--- config.mk ---
export PLATFORM = sky130hd
export DESIGN_NAME = lane_elastic_pipe
export DESIGN_NICKNAME = d
export VERILOG_FILES = /design/src/rtl/lane_elastic_pipe.sv
export SDC_FILE = /design/constraint.sdc
export NUM_CORES = 1
export LEC_CHECK = 0
export CAP_MARGIN = 40
export CORE_MARGIN = 2
export CORE_UTILIZATION = 40
export CTS_CLUSTER_SIZE = 12
export DETAILED_ROUTE_END_ITERATION = 8
export GPL_TIMING_DRIVEN = 1
export MAX_ROUTING_LAYER = met4
export SLEW_MARGIN = 10
export SYNTH_ARGS = -nofsm -noshare
export SYNTH_HDL_FRONTEND = slang
export SYNTH_SLANG_ARGS = --single-unit
--- constraint.sdc ---
create_clock -name clk -period 2.42 [get_ports clk]
set_input_delay 0.484 -clock clk [delete_from_list [all_inputs] [get_ports clk]]
set_output_delay 0.484 -clock clk [all_outputs]
set_load 0.005 [all_outputs]
--- src/rtl/lane_elastic_pipe.sv ---
// lane_elastic_pipe: CHANNELS independent elastic pipelines, DEPTH stages each.
// Each lane has a valid/ready handshake, collapses bubbles, supports a per-lane
// flush and reports how many of its stages currently hold a word.
// Lanes share only clk and rst_n; nothing crosses between them.

module lane_elastic_pipe #(
    parameter int CHANNELS = 4,
    parameter int DATA_W   = 8,
    parameter int DEPTH    = 3,
    localparam int CNT_W   = $clog2(DEPTH + 1)
) (
    input  logic                         clk,
    input  logic                         rst_n,
    input  logic [CHANNELS*DATA_W-1:0]   in_data,
    input  logic [CHANNELS-1:0]          in_valid,
    output logic [CHANNELS-1:0]          in_ready,
    output logic [CHANNELS*DATA_W-1:0]   out_data,
    output logic [CHANNELS-1:0]          out_valid,
    input  logic [CHANNELS-1:0]          out_ready,
    input  logic [CHANNELS-1:0]          flush,
    output logic [CHANNELS*CNT_W-1:0]    occupancy
);

    genvar c;
    generate
        for (c = 0; c < CHANNELS; c++) begin : g_lane
            logic [DEPTH-1:0]  v_r;
            logic [DATA_W-1:0] d_r [DEPTH];
            logic [CNT_W-1:0]  occ_r;
            logic [DEPTH-1:0]  rdy_s;
            logic [DEPTH-1:0]  up_v_s;
            logic [DATA_W-1:0] up_d_s [DEPTH];
            logic              push_s;
            logic              pop_s;

            // Ready chain: stage i may load when it or any stage ahead of it is empty, or the head is draining.
            always_comb begin
                logic acc_s;
                acc_s = 1'b0;
                for (int i = 0; i < DEPTH; i++) begin
                    acc_s = out_ready[c];
                    for (int j = i; j < DEPTH; j++) begin
                        acc_s = acc_s | ~v_r[j];
                    end
                    rdy_s[i] = acc_s;
                end
            end

            // Upstream source of each stage: the producer feeds stage 0, stage i-1 feeds stage i.
            always_comb begin
                up_v_s[0] = in_valid[c];
                up_d_s[0] = in_data[c*DATA_W +: DATA_W];
                for (int i = 1; i < DEPTH; i++) begin
                    up_v_s[i] = v_r[i-1];
                    up_d_s[i] = d_r[i-1];
                end
            end

            // A flushing lane refuses input so the discarded cycle cannot capture a word.
            assign in_ready[c] = rdy_s[0] & ~flush[c];
            assign push_s      = in_valid[c] & in_ready[c];
            assign pop_s       = v_r[DEPTH-1] & out_ready[c] & ~flush[c];

            // Stage registers: valid bits advance on ready; data only moves with a valid word.
            always_ff @(posedge clk) begin
                if (!rst_n) begin
                    v_r <= '0;
                    for (int i = 0; i < DEPTH; i++) begin
                        d_r[i] <= '0;
                    end
                end else if (flush[c]) begin
                    v_r <= '0;
                end else begin
                    for (int i = 0; i < DEPTH; i++) begin
                        if (rdy_s[i]) begin
                            v_r[i] <= up_v_s[i];
                            if (up_v_s[i]) begin
                                d_r[i] <= up_d_s[i];
                            end
                        end
                    end
                end
            end

            // Occupancy counter: tracks pushes minus pops, cleared by flush or reset.
            always_ff @(posedge clk) begin
                if (!rst_n) begin
                    occ_r <= '0;
                end else if (flush[c]) begin
                    occ_r <= '0;
                end else begin
                    case ({push_s, pop_s})
                        2'b10:   occ_r <= occ_r + CNT_W'(1);
                        2'b01:   occ_r <= occ_r - CNT_W'(1);
                        default: occ_r <= occ_r;
                    endcase
                end
            end

            assign out_valid[c]                  = v_r[DEPTH-1];
            assign out_data[c*DATA_W +: DATA_W]  = d_r[DEPTH-1];
            assign occupancy[c*CNT_W +: CNT_W]   = occ_r;
        end
    endgenerate

endmodule

==> metrics.yaml <==
finalHoldViolCount: 0
slew-limit-headroom_pct: 73.2
antenna_found_initial: 0
yosys.area.top_type: "edfxtp_1"
floorplan.initialDensity_pct: 40.8
drt_wl_total_um: 8550
critPathRequiredTime_ns: 1.94
worstSetupStartpointType: "input port"
rr_worst_depth: 4
netlist_area_sq_um: 5410
rsz0062_at_grt: "no"
fin_util_pct: 51.6
cts_tree: "built"
syn_nets: 431
cp_max_fo: 4
synth_area_leaders: "edfxtp_1 53%, a21boi_2 13%, dfxtp_1 7.4%, buf_4 5.4%, a21boi_1 2.6%"
grt_pass1_wl_um: 14400
syn_avg_cell_area_sq_um: 14.2
cts-buffers-inserted: 17
leakage_nw: 2.41
portBuffers: 93
cts-htree-levels: 4
synthXorXnorAreaFrac_pct: 1.30
synthArstFlopShare_pct: 0
synth_compound_area_share_pct: 19.8
hold_ws_ns: 0.491
rows: 42
core_sq_um: 13200
dp_hpwl_um: 5740
wl_per_cell_um: 13.3
clock_latency_ns: 0.41
root_buffer: "clkbuf_16"
first_pass_iters: 4
synth.top_cell.area_share_pct: 53.3
yosysSeqAreaShare_pct: 60.7
ys.flop_type: "edfxtp_1"
drc: 0
area_growth_pct: 26.5
hold_depth: 2
r2r_end: "g_lane[2].d_r[0][23]"
end_kind: "output pin"
globalplace.congestion: 0.774
worstPathArrival_ns: 1.81
synth.most_common_cell: "edfxtp_1"
synth_edf_count: 96
min_to: "g_lane[2].occ_r[1]"
setup_viol: 0
fillers: 1165
skew_ns: 0.00508
fp.dieW_um: 120
clock.fmax_ghz: 0.435
path_clk_slew_ns: 0.05
synth_adder_area_share_pct: 0.926
powerDensity_nw_per_um2: 744
drt.antenna.violating_nets: 0
num_antenna_cells: 0
synth_top_family_by_area: "compound AO/OA/AOI/OAI gates"
final_nets: 502
ir_drop_uv: 330
synthTopCellsByCount: "96 x edfxtp_1, 61 x a21boi_2, 39 x buf_4"
setup_tns_ns: 0
viasPerCell: 4.71
ys.warnings.count: 0
drt_iter0_markers: 162
drv_slew: 0
die_h_um: 120
vias: 3018
synth.distinct_cells: 31
synth-simple-area-share_pct: 9.17
max_cap_violations: 0
io_pins: 94
worstHoldPathType: "reg -> reg"
track_usage_pct: 13.4
ys_ff_latch: 116
tightest_slew_ns: 0.402
overflow: 0
r2r_slack_ns: 0.79
synth_cells: 381
die_area_sq_um: 14500
synthMuxAreaShare_pct: 0
status: "finished, final reports clean"
first_global_vias: 3001
clockBufferDepth: 2
layout-drive-gt1-share_pct: 24.5
post-route-min-period_ns: 2.30
period_share_pct: 94.9
critPathKind: "in -> out"
cts.sinks: 116
reg2reg_from: "g_lane[2].v_r[1]"
grt_start_max_net_pins: 25
min_from: "g_lane[2].occ_r[1]"
## timing repair
| action | 4_1_cts | 5_1_grt |
|---|---|---|
| buffers inserted | 0 | 0 |
| endpoints found under the setup margin | 0 | 3 |
| hold buffers | 0 | 0 |
| resized for setup | 0 | 3 |
| hold endpoints to repair | 0 | 0 |
## per-layer routing
layer | global-route usage, % | routed length [um]
met1 | 14.5 | 3570
met2 | 21.8 | 4310
met3 | 4.91 | 488
met4 | 6.98 | 192
met5 | - | 0
## kinds of logic after synthesis
kind of cell / count (synthesis)
flops: 116
xor+xnor: 8
buf+inv: 58
compound gates: 120
simple gates: 75
fa+ha+maj: 4
## worst max-delay path by stage
stage | startpoint | to | slack, ns
final | out_ready[1] | in_ready[1] | 0.12
after global routing | out_ready[1] | in_ready[1] | 0.07
after CTS | out_ready[2] | in_ready[2] | 0.04
after detailed placement | out_ready[2] | in_ready[2] | 0.05
after global placement | out_ready[2] | in_ready[2] | 0.05
after floorplan | out_ready[1] | g_lane[1].d_r[0][16] | 0.71
## where the power goes
part,switching [W],internal [W]
clock,0.000833,0.00159
combinational,0.000145,0.000215
sequential,0.0000277,0.00228
total,0.00101,0.00408
## per-stage QoR
step / power (W) / std cells / area, sq um / setup WS [ns]
6_report: 0.00509 / 641 / 6840 / 0.124
5_1_grt: 0.00528 / 641 / 6840 / 0.0707
4_1_cts: 0.00516 / 641 / 6830 / 0.0383
3_5_place_dp: 0.00271 / 609 / 6260 / 0.0520
3_3_place_gp: 0.00270 / 609 / 6260 / 0.0543
2_1_floorplan: 0.00255 / 381 / 5410 / 0.710
## state kept, by name, summed over array words and instances, names as in the netlist
signal	flops
g_lane.v_r	12
g_lane.occ_r	8
g_lane.d_r	96
## cells in the final DEF, fill, tap and decap left out, types with 3 or more instances in the layout
master	instances
a21boi_0	16
a21boi_1	19
a21boi_2	61
a21oi_1	12
and2b_1	5
and3b_1	4
and3b_4	3
buf_4	11
bufinv_16	3
clkbuf_16	17
clkdlybuf4s50_1	90
clkinv_1	4
clkinv_2	4
dfxtp_1	20
dlymetal6s2s_1	3
edfxtp_1	96
ha_1	4
inv_1	4
nand2_1	5
nand2b_1	7
nand3b_1	4
nand4b_1	4
nor2_1	25
o21ai_0	12
or3_1	4
or3_4	4
xnor2_1	4
xor2_1	4
## final cells by class
type,count,area (sq um),share of cell area [%]
tap,176,220,3.22
timing repair buffer,106,1060,15.5
clock buffer,19,433,6.33
inverter,4,15.0,0.220
multi-input combinational,207,1690,24.6
clock inverter,13,140,2.05
sequential,116,3280,48.0
## critical path, stage by stage
cell and delay [ns]:
clkdlybuf4s50_1 0.47, and3b_4 0.21, a21oi_1 0.13, clkdlybuf4s50_1 0.51
Note: power is estimated with default switching activity, not from simulation.
